### config.mk
export PLATFORM = sky130hd
export DESIGN_NAME = instruction_fetch_queue
export DESIGN_NICKNAME = d
export VERILOG_FILES = /design/src/rtl/instruction_fetch_queue.sv
export SDC_FILE = /design/constraint.sdc
export NUM_CORES = 1
export LEC_CHECK = 0
export CAP_MARGIN = 10
export CORE_AREA = 2 2 207 209
export CTS_BUF_LIST = sky130_fd_sc_hd__clkbuf_4 sky130_fd_sc_hd__clkbuf_8
export DETAILED_ROUTE_END_ITERATION = 7
export DIE_AREA = 0 0 209 211
export GPL_TIMING_DRIVEN = 1
export PLACE_DENSITY = 0.6
export SYNTH_ARGS = -nofsm -noshare
export SYNTH_HDL_FRONTEND = slang
export SYNTH_SLANG_ARGS = --single-unit
### constraint.sdc
create_clock -name clk -period 2.4 [get_ports clk]
set_input_delay 0.48 -clock clk [delete_from_list [all_inputs] [get_ports clk]]
set_output_delay 0.48 -clock clk [all_outputs]
set_load 0.02 [all_outputs]
### src/rtl/instruction_fetch_queue.sv
// rtl/instruction_fetch_queue.sv - sequential instruction fetcher feeding a decode FIFO
//
// Fetches 32-bit words from a combinational instruction memory at fetch_pc and
// queues {pc, instr} pairs for decode. A fetched all-zero word is queued and then
// stops fetching (HALT) until a redirect.
//
// Ports:
//   clk, reset          rising-edge clock, synchronous active-high reset
//   imem_addr/instr     fetch address out, combinational memory word in
//   redirect_valid/pc   flush queue and restart fetch at redirect_pc (word aligned)
//   out_valid/ready     decode handshake for the queue head
//   out_instr/out_pc    head entry, driven from queue storage only
//   halted              fetcher is in HALT
//   count               queue occupancy
module instruction_fetch_queue #(
  parameter int unsigned DEPTH     = 4,
  parameter logic [31:0] RESET_PC  = 32'h0000_0000,
  parameter int unsigned MEM_BYTES = 32
) (
  input  logic                     clk,
  input  logic                     reset,
  output logic [31:0]              imem_addr,
  input  logic [31:0]              imem_instr,
  input  logic                     redirect_valid,
  input  logic [31:0]              redirect_pc,
  output logic                     out_valid,
  input  logic                     out_ready,
  output logic [31:0]              out_instr,
  output logic [31:0]              out_pc,
  output logic                     halted,
  output logic [$clog2(DEPTH):0]   count
);

  localparam int PW = $clog2(DEPTH);
  localparam int CW = PW + 1;

  typedef enum logic [1:0] {
    S_BOOT  = 2'd0,
    S_FETCH = 2'd1,
    S_HALT  = 2'd2
  } state_t;

  state_t         state_q, state_d;
  logic [31:0]    fetch_pc_q, fetch_pc_d;
  logic [PW-1:0]  rd_ptr_q, rd_ptr_d;
  logic [PW-1:0]  wr_ptr_q, wr_ptr_d;
  logic [CW-1:0]  count_q, count_d;
  logic [31:0]    pc_mem_q [DEPTH];
  logic [31:0]    pc_mem_d [DEPTH];
  logic [31:0]    instr_mem_q [DEPTH];
  logic [31:0]    instr_mem_d [DEPTH];

  logic           push;
  logic           pop;
  logic           full;
  logic [31:0]    seq_pc;
  logic [31:0]    redir_pc;

  assign full = (count_q == CW'(DEPTH));

  // Sequential successor of fetch_pc, wrapping at the end of instruction memory.
  always_comb begin
    seq_pc = fetch_pc_q + 32'd4;
    if (seq_pc >= 32'(MEM_BYTES)) begin
      seq_pc = 32'd0;
    end
  end

  assign redir_pc = (redirect_pc & ~32'd3) % 32'(MEM_BYTES);

  // Redirect suppresses both sides of the queue for its cycle.
  assign pop  = (count_q != '0) && out_ready && !redirect_valid;
  // A full queue can still accept a push when the head leaves in the same cycle.
  assign push = (state_q == S_FETCH) && !redirect_valid && (!full || pop);

  always_comb begin
    state_d     = state_q;
    fetch_pc_d  = fetch_pc_q;
    rd_ptr_d    = rd_ptr_q;
    wr_ptr_d    = wr_ptr_q;
    count_d     = count_q;
    pc_mem_d    = pc_mem_q;
    instr_mem_d = instr_mem_q;

    if (redirect_valid) begin
      rd_ptr_d   = '0;
      wr_ptr_d   = '0;
      count_d    = '0;
      fetch_pc_d = redir_pc;
      // BOOT still ends after its single cycle, so every state lands in FETCH.
      state_d    = S_FETCH;
    end else begin
      case (state_q)
        S_BOOT:  state_d = S_FETCH;
        S_FETCH: begin
          if (push && (imem_instr == 32'd0)) begin
            state_d = S_HALT;
          end
        end
        S_HALT:  state_d = S_HALT;
        default: state_d = S_BOOT;
      endcase

      if (push) begin
        pc_mem_d[wr_ptr_q]    = fetch_pc_q;
        instr_mem_d[wr_ptr_q] = imem_instr;
        wr_ptr_d              = wr_ptr_q + PW'(1);
        fetch_pc_d            = seq_pc;
      end

      if (pop) begin
        rd_ptr_d = rd_ptr_q + PW'(1);
      end

      if (push && !pop) begin
        count_d = count_q + CW'(1);
      end else if (pop && !push) begin
        count_d = count_q - CW'(1);
      end
    end
  end

  always_ff @(posedge clk) begin
    if (reset) begin
      state_q    <= S_BOOT;
      fetch_pc_q <= RESET_PC;
      rd_ptr_q   <= '0;
      wr_ptr_q   <= '0;
      count_q    <= '0;
      for (int i = 0; i < DEPTH; i++) begin
        pc_mem_q[i]    <= 32'd0;
        instr_mem_q[i] <= 32'd0;
      end
    end else begin
      state_q     <= state_d;
      fetch_pc_q  <= fetch_pc_d;
      rd_ptr_q    <= rd_ptr_d;
      wr_ptr_q    <= wr_ptr_d;
      count_q     <= count_d;
      pc_mem_q    <= pc_mem_d;
      instr_mem_q <= instr_mem_d;
    end
  end

  assign imem_addr = fetch_pc_q;
  assign out_valid = (count_q != '0);
  // Stale entries stay in storage after a flush, so the head is masked when empty.
  assign out_instr = out_valid ? instr_mem_q[rd_ptr_q] : 32'd0;
  assign out_pc    = out_valid ? pc_mem_q[rd_ptr_q] : 32'd0;
  assign halted    = (state_q == S_HALT);
  assign count     = count_q;

endmodule

Word-level counts from Yosys, hierarchy flattened
Index checks and enable logic that the tools add are counted.
{ "totals": {"input_bits": 68, "word_cells": 72, "regBits": 297} }
{ "op_classes": {"magnitude_cmp": 4, "n_reduce_logical": 20, "muxes": 20, "bitwise_logic": 3, "eq_ne": 5, "n_addsub": 5} }
{ "ops": {"columns": ["cell", "count"], "rows": [
  ["bitwise mux 128 bit", 2],
  ["2-to-1 mux 32 bit", 8],
  ["binary-select mux 32 bit (select 2 bit)", 2],
  ["demux 32 bit (select 2 bit)", 1],
  ["adder 32 x 3 -> 32 bit (second input constant)", 1],
  ["greater-or-equal comparator 32 x 6 -> 1 bit (second input constant)", 1],
  ["logical NOT 32 bit", 1],
  ["2-to-1 mux 5 bit", 2],
  ["logical AND 1 bit", 8],
  ["greater-or-equal comparator 3 bit (second input constant)", 2],
  ["2-to-1 mux 3 bit", 2],
  ["inverter 2 -> 3 bit", 2],
  ["case mux 2 bit (3 select lines)", 1],
  ["adder 2 x 1 -> 2 bit (second input constant)", 2],
  ["logical NOT 1 bit", 4],
  ["nonzero test 2 bit", 2],
  ["adder 3 x 1 -> 3 bit (second input constant)", 1],
  ["equality test 3 bit (second input constant)", 1],
  ["< comparator 3 x 1 -> 1 bit (second input constant)", 1],
  ["!= test 3 x 2 -> 1 bit (second input constant)", 1],
  ["nonzero test 3 bit", 1],
  ["subtractor 3 x 1 -> 3 bit (second input constant)", 1],
  ["equality test 2 x 1 -> 1 bit (second input constant)", 1],
  ["equality test 2 bit (second input constant)", 1],
  ["8 further kinds", 8]
]} }

Logic depth before layout (Yosys ltp)
Gate-level depths: netlist of the first run.
{ "depth": {"ltp_word": 9, "ltp_mapped": 10} }

Worst setup path after synthesis of the first run
No wires, ideal clock.
{ "synth_timing": {"path_kind": "input to register", "start": "input redirect_valid", "end": "register count_q[2] (netlist: count[2])", "path_stages": 9, "t_required_ps": 2328, "n_path_buf": 2, "slack_ps": -211, "setup_ps": 72, "t_arrival_ps": 2539, "path_cell_list": "clkbuf_1 -> nor3b_2 -> clkbuf_1 -> ha_1 -> inv_1 -> fa_1 -> xor2_1 -> or3_1 -> a21oi_1"} }
{ "synth_between": {"elab_chain_len": 7, "word_cells_on_any_way": 12} }
{ "synth_lines": {"columns": ["element", "line", "source"], "rows": [
  ["start, declared", "24", "input logic redirect_valid,"],
  ["logical NOT 1 bit (*)", "72, 74", null],
  ["logical AND 1 bit", "72", "assign pop = (count_q != '0) && out_ready && !redirect_valid;"],
  ["logical OR 1 bit", "74", "assign push = (state_q == S_FETCH) && !redirect_valid && (!full || pop);"],
  ["logical AND 1 bit (*)", "74", null],
  ["net push", "53", "logic push;"],
  ["logical NOT 1 bit", "117", "end else if (pop && !push) begin"],
  ["logical AND 1 bit", "117", null],
  ["nonzero test 2 bit (no source line)", null, null],
  ["end signal, assigned", "139", "count_q <= count_d;"],
  ["end, declared", "47", "logic [CW-1:0] count_q, count_d;"]
]} }
Mark *: on every way through the listed nets, which the timed path passes. The rest lies on a longest branch.
A chain may end at the register's enable or synchronous reset.

Final worst setup path of the first run
{ "layout_timing": {"start": "register rd_ptr_q[0]", "end": "output out_instr[21]"} }
{ "layout_between": {"elab_chain_len": 5} }
{ "layout_lines": {"columns": ["element", "line", "source"], "rows": [
  ["start, declared", "45", "logic [PW-1:0] rd_ptr_q, rd_ptr_d;"],
  ["start signal, assigned", "137", "rd_ptr_q <= rd_ptr_d;"],
  ["inverter 2 -> 3 bit (implied by the code)", "148", "assign out_instr = out_valid ? instr_mem_q[rd_ptr_q] : 32'd0;"],
  ["binary-select mux 32 bit (select 2 bit)", "148", null],
  ["2-to-1 mux 32 bit (implied by the code) (2 in a row)", "148", null],
  ["2-to-1 mux 32 bit", "148", null],
  ["end, declared", "28", "output logic [31:0] out_instr,"]
]} }
Every way passes these cells. The select of a mux whose other input is x is not followed.

==> results.yml, run 1 <==
outcome:
  status: "finished, violations left"
  violations: "negative setup slack"
floorplan:
  io_pins: 169
  die_y_um: 211
  die-area_um2: 44100
  core_area_um2: 41760
  die_w_um: 209
  start_util_pct: 29.86
  rows: 75
timing:
  fmax_mhz: 381.4
  hold_viol_final: 0
  final_max_slew_viol_count: 0
  tightest_slew_ns: 0.6214
  finalSetupViolCount: 62
  rsz0062_at_grt: "yes"
  clock_skew_ns: 0.02344
  min_period_ns: 2.622
  slew_headroom_pct: 58.58
  worst_slack_ns: -0.2218
  fin_crit_sh_pct: 109.2
synthesis:
  post_synth_num_cell_types: 50
  syn_inst: 1473
  yosys_warnings: 0
  synth-edff-count: 0
  netlist.area_leader.share_pct: 46.08
  ys_ff_latch: 287
  yosysMostFrequentCell: "nand2_1"
  synth-main-ff-cell: "dfxtp_1"
  async_reset_ff_share_pct: 0
  netlist_top_cells_count: "nand2_1 (507), dfxtp_1 (287), a21oi_1 (256)"
  avgSynthCellArea_um2: 8.465
  synth_top_area_cell: "dfxtp_1"
  syn_area_um2: 12470
  seq_area_frac_synth_pct: 46.08
  ys_top_cells_by_area: "dfxtp_1 (46%), nand2_1 (15%), mux4_2 (11%), a21oi_1 (10%), and2_1 (4.7%)"
cts:
  clk_pin_slew_worst_paths_ns: 0.06
  postCtsHoldBufs: 0
  cts-root-buf: "clkbuf_8"
  cts_made_buffers: 51
  cts_tree: "built"
  htree_levels: 2
  clock_sinks: 287
  clock_path_buffers: 3
  clk-insertion-delay-late_ns: 0.61
worst_setup_path:
  r2r_cells: 9
  critical_path_arrival_ns: 2.14
  path_max_fanout: 8
  worst_setup_path_start_kind: "flop"
  required_ns: 1.92
  timing.rr.start: "count[0]$_SDFFE_PP0P_"
  rr_endpoint: "count[2]$_SDFFE_PP0P_"
  end_kind: "output pin"
  worst-setup-path-type: "flop to output pin"
  reg2reg_slack_ns: 0.11
grt:
  top_usage_layer: "met2"
  met1_usage_pct: 21.70
  grt_overflow: 0
  globalRouteMet2Util_pct: 30.28
  grt_usage_pct: 17.65
  use_met3_pct: 3.256
  grt_pass1_wl_mm: 61.27
  grt_max_degree: 101
  grt_pass1_vias: 11153
  antenna_found_initial: 1
detailed_routing:
  routed_via_density: 4.921
  drtIter0Drc: 621
  wl_per_cell_um: 17.37
  vias: 10973
  drt_wl_total_mm: 38.74
  drc: 0
  postRouteAntennaNets: 0
  dr.pass1.iters: 5
final_layout:
  nets: 1729
  post-route-cell-area_um2: 16880
  final_cells: 2230
  syn2layout_area_growth_pct: 35.34
  n_fill_cell: 4050
  layout-drive-gt1-share_pct: 25.86
placement:
  dp_hpwl_mm: 23.97
  gp_congestion: 0.7712
  place_area_um2: 15070
  port_buffers: 135
  dp_slack_ns: -0.4030
  dp.cells: 2119
hold_path:
  hold_depth: 3
  min_from: "reset"
  hp-class: "primary input to flop"
  min_to: "pc_mem_q[22]$_SDFFE_PP0P_"
power:
  ir_drop_mv: 0.3641
  p_per_area_nw_per_um2: 640.2
  p_leak_nw: 5.993
  total_power_w: 0.01080
flow_run:
  maxCapViolations: 0
area by class of cell:
type | count | area (um^2) | area share (%)
multi-input cells | 1045 | 6357 | 37.67
inverters | 11 | 41.29 | 0.2447
clock inverters | 7 | 117.6 | 0.6969
clock buffers | 85 | 1076 | 6.376
well taps | 539 | 674.4 | 3.996
diodes | 1 | 2.502 | 0.01483
repair buffers | 255 | 2843 | 16.84
flip-flops and latches | 287 | 5764 | 34.16
cell families (layout without fill, tap and decap cells):
kind of cell             count (synthesis)  count (layout)  share of synthesized area, %
AO/OA/AOI/OAI                          275             275                         11.65
XOR/XNOR                                14              14                        0.9834
adder cells (fa/ha/maj)                 10              10                         1.064
buffers and inverters                  144             358                         4.887
flip-flops                             287             287                         46.08
multiplexers                            67              67                         11.60
other                                    1               5                       0.03007
AND/OR/NAND/NOR                        675             675                         23.71
repair_timing:
action | CTS | global route
resized for setup | 461 | 23
buffers inserted | 12 | 7
cloned | 5 | 0
endpoints found under the setup margin | 71 | 71
pin swaps | 25 | 2
worst max-delay path: stages (launching register included):
cell and delay [ns]:
dfxtp_4 0.39, buf_12 0.16, buf_16 0.15, mux4_2 0.52, and2_4 0.19, buf_6 0.13
power by group:
group,internal (W),total [W],switching [W]
clock network,0.00314,0.00521,0.00207
logic,0.000330,0.000762,0.000432
registers,0.00481,0.00483,0.0000263
total,0.00827,0.0108,0.00253
sequential cells by signal, indices dropped and copies added, names as in the netlist:
| register | count |
|---|---|
| rd_ptr_q | 2 |
| wr_ptr_q | 2 |
| imem_addr | 30 |
| instr_mem_q | 128 |
| count | 3 |
| pc_mem_q | 120 |
| state_q | 2 |
worst max path at each step:
stage                                   startpoint                        end  slack [ns]  depth (start not counted)
final                     rd_ptr_q[0]$_SDFFE_PP0P_              out_instr[21]       -0.22                          5
after global routing      rd_ptr_q[0]$_SDFFE_PP0P_                  out_pc[8]       -0.31                          6
after CTS                 rd_ptr_q[0]$_SDFFE_PP0P_              out_instr[30]       -0.35                          6
after detailed placement                 out_ready  imem_addr[3]$_SDFFE_PP0P_       -0.40                         10
after global placement                   out_ready  imem_addr[2]$_SDFFE_PP0P_       -0.38                         10
after floorplan                     redirect_valid      count[2]$_SDFFE_PP0P_        0.01                          9
metal layers:
metal  routed length [um]  vias to the layer above
met5                    0                        -
met4                 1343                        0
met3                 2421                       83
met2                18800                      379
met1                16180                     5244
li1                     -                     5267
layout by cell type, fill, tap and decap left out, types with 15 or more instances in the layout:
master           instances
and2_1                  27
nor2_1                  20
buf_12                  34
buf_6                   70
clkbuf_8                70
buf_4                   75
and2_4                  62
clkbuf_4                15
a21oi_1                255
dfxtp_1                276
clkdlybuf4s50_1         66
nand2_1                503
mux4_2                  62
through the flow:
step	hold slack (ns)	TNS [ns]	util, %
global placement	0.4387	-38.94	36.10
detailed placement	0.4442	-47.00	36.10
floorplan	0.4331	0	-
global route	0.3641	-15.71	40.41
finish	0.3857	-10.14	40.41
CTS	0.3351	-16.87	40.47
Power figures use the tool's default switching activity.
==> run 2, diff against run 1 <==
--- a/config.mk
+++ b/config.mk
@@ -5,12 +5,14 @@
 export SDC_FILE = /design/constraint.sdc
 export NUM_CORES = 1
 export LEC_CHECK = 0
+export ABC_AREA = 1
 export CAP_MARGIN = 10
-export CORE_AREA = 2 2 207 209
+export CORE_AREA = 2 2 215 217
 export CTS_BUF_LIST = sky130_fd_sc_hd__clkbuf_4 sky130_fd_sc_hd__clkbuf_8
 export DETAILED_ROUTE_END_ITERATION = 7
-export DIE_AREA = 0 0 209 211
-export GPL_TIMING_DRIVEN = 1
+export DIE_AREA = 0 0 217 219
+export GPL_TIMING_DRIVEN = 0
+export MAX_ROUTING_LAYER = met4
 export PLACE_DENSITY = 0.6
 export SYNTH_ARGS = -nofsm -noshare
 export SYNTH_HDL_FRONTEND = slang
==> run 2 against run 1 <==
Effect of this change:
- the run still ends with negative setup slack left
- sequential share of layout area is 1.5 points lower
- clock power is 9.6% lower
- fmax is 0.20% higher
- combinational power is 34% higher
- critical endpoint is now out_pc[20]
- largest power group is now registers
- routed wire length is 32% higher
- synthesized area is 7.4% higher
- sequential power is 0.8% higher
- worst setup slack better by 0.0052 ns
- final cell count is 22% higher
==> results.yml, run 2 <==
floorplan:
  io_pins: 169
  rows: 78
  die_y_um: 219
  die-area_um2: 47520
  start_util_pct: 29.70
  die_w_um: 217
  core_area_um2: 45090
cts:
  clk_pin_slew_worst_paths_ns: 0.07
  cts-root-buf: "clkbuf_8"
  clk-insertion-delay-late_ns: 0.63
  cts_made_buffers: 47
  clock_sinks: 287
  clock_path_buffers: 3
  htree_levels: 2
  cts_tree: "built"
final_layout:
  syn2layout_area_growth_pct: 31.84
  top_register: "instr_mem_q"
  largest_reg_flops: 128
  nets: 2163
  mostFrequentLayoutCells: "dfxtp_1 (276), nand2_1 (237), a21oi_1 (233)"
  layout-drive-gt1-share_pct: 20.46
  post-route-cell-area_um2: 17650
  final_common_cell: "dfxtp_1"
timing:
  final_max_slew_viol_count: 0
  hold_viol_final: 0
  clock_skew_ns: 0.05430
  worst_slack_ns: -0.2166
  slew_headroom_pct: 42.87
  fin_crit_sh_pct: 109.0
  finalSetupViolCount: 61
  fmax_mhz: 382.2
  min_period_ns: 2.617
  rsz0062_at_grt: "yes"
  tightest_slew_ns: 0.8569
synthesis:
  syn_inst: 1877
  netlist_top_cells_count: "a21oi_1 (320), dfxtp_1 (287), nand2_1 (239)"
  netlist.area_leader.share_pct: 42.91
  synth-edff-count: 0
  synthSimpleGateAreaFrac_pct: 20.67
  synth_compound_area_share_pct: 24.22
  syn_area_um2: 13390
  post_synth_num_cell_types: 35
  synthAdderAreaFrac_pct: 0.9906
  synthXorXnorAreaFrac_pct: 0.3925
  seq_area_frac_synth_pct: 42.91
  synth_top_area_cell: "dfxtp_1"
  muxShareOfSynthArea_pct: 0
  avgSynthCellArea_um2: 7.133
  yosys_warnings: 0
  ys_ff_latch: 287
  yosysMostFrequentCell: "a21oi_1"
  synth_top_family_by_area: "compound AO/OA/AOI/OAI gates"
  async_reset_ff_share_pct: 0
  synth-main-ff-cell: "dfxtp_1"
  ys_top_cells_by_area: "dfxtp_1 (43%), a21oi_1 (12%), a211oi_1 (6.9%), nand2_1 (6.7%), nand3_1 (5.5%)"
placement:
  place_area_um2: 15500
  dp_slack_ns: -0.9502
  dp_hpwl_mm: 35.62
  gp_congestion: 0.8589
  port_buffers: 133
detailed_routing:
  drc: 0
  postRouteAntennaNets: 0
  routed_via_density: 5.199
  drtIter0Drc: 1198
  wl_per_cell_um: 18.82
  drt_wl_total_mm: 51.24
  vias: 14151
  dr.pass1.iters: 5
flow_run:
  maxCapViolations: 0
grt:
  grt_usage_pct: 21.64
  grt_overflow: 0
  grt_max_degree: 20
  grt_pass1_vias: 13733
  grt_pass1_wl_mm: 78.65
  antenna_found_initial: 0
power:
  p_per_area_nw_per_um2: 600.3
  ir_drop_mv: 0.3892
  seqPwrFrac_pct: 45.9
  power_frac_comb_pct: 9.6
  p_sw_w: 0.002837
  p_leak_nw: 5.955
  internal_power_w: 0.007760
  switching_share_pct: 26.77
  clkPwrFrac_pct: 44.4
outcome:
  status: "finished, violations left"
  violations: "negative setup slack"
worst_setup_path:
  required_ns: 1.92
  critical_path_arrival_ns: 2.14
  path_max_fanout: 7
  worst-setup-path-type: "flop to output pin"
  worst_setup_path_start_kind: "flop"
  end_kind: "output pin"
hold_path:
  hp-class: "primary input to flop"
run 2: changes by cell type in the layout (fill, tap and decap cells not counted), moves of 62 or more:
cell | before | now
a21oi_2 | 1 | 67
clkbuf_1 | 0 | 67
mux4_2 | 62 | 0
nand3_1 | 10 | 148
inv_1 | 11 | 175
nor2_1 | 20 | 172
o21ai_1 | 0 | 64
a211oi_1 | 0 | 123
nand2_1 | 503 | 237
and2_4 | 62 | 0
run 2: final cells by class:
class | count | area [um^2]
fillers | 4700 | 27440
flip-flops and latches | 287 | 5767
well taps | 600 | 750.7
repair buffers | 159 | 1535
clock inverters | 7 | 52.55
inverters | 181 | 699.4
repair inverters | 1 | 7.507
diodes | 1 | 2.502
plain buffers | 171 | 1033
multi-input cells | 1237 | 6818
clock buffers | 78 | 985.9
run 2: worst max-delay path, cell delays in order (launching register included):
cell,delay (ns)
dfxtp_2,0.33
buf_8,0.14
clkinv_8,0.07
clkbuf_16,0.18
clkbuf_8,0.17
a21oi_2,0.17
o21ai_2,0.10
a21oi_4,0.19
buf_6,0.15
run 2: layer usage:
layer,GRT usage [%],wire (um),vias up
met3,3.728,3522,128
met5,-,0,-
met1,27.21,22300,6697
met2,33.90,23430,603
met4,10.02,1987,0
li1,-,-,6723
run 2: path summary, 6_finish.rpt:
check                                from                      endpoint  slack, ns  cells after the start
max              rd_ptr_q[0]$_SDFFE_PP0P_                    out_pc[20]      -0.22                      8
min reg2reg  instr_mem_q[24]$_SDFFE_PP0P_  instr_mem_q[24]$_SDFFE_PP0P_       0.46                      2
min                        redirect_valid     imem_addr[4]$_SDFFE_PP0P_       0.33                      4
max reg2reg         count[0]$_SDFFE_PP0P_    pc_mem_q[105]$_SDFFE_PP0P_       0.05                      9
run 2: power by group through the flow:
stage	registers [W]	clock network (W)	logic [W]
6_report	0.00487	0.00471	0.00102
5_1_grt	0.00487	0.00495	0.00109
4_1_cts	0.00487	0.00476	0.000943
3_5_place_dp	0.00497	0	0.000833
3_3_place_gp	0.00497	0	0.000823
2_1_floorplan	0.00497	0	0.000452
run 2: through the flow:
stage	power [W]	std cells	util (%)	hold WS, ns	TNS, ns
finish	0.01060	2722	39.15	0.3349	-8.907
global route	0.01090	2721	39.14	0.3815	-12.55
CTS	0.01056	2711	38.06	0.3066	-10.46
detailed placement	0.005806	2613	34.38	0.4487	-142.06
global placement	0.005794	2613	34.38	0.4440	-140.44
floorplan	0.005423	1880	-	0.4374	0
run 2: kinds of logic after synthesis:
logic type / Yosys count
AO/OA/AOI/OAI: 583
XOR/XNOR: 6
adder cells (fa/ha/maj): 10
buffers and inverters: 356
flip-flops: 287
other: 1
AND/OR/NAND/NOR: 634
run 2: timing repair:
action / CTS / global route
pin swaps: 60 / 58
gates cloned: 5 / 1
buffers inserted: 12 / 9
hold buffers: 0 / 0
gates resized for setup: 551 / 154
endpoints found under the setup margin: 99 / 132
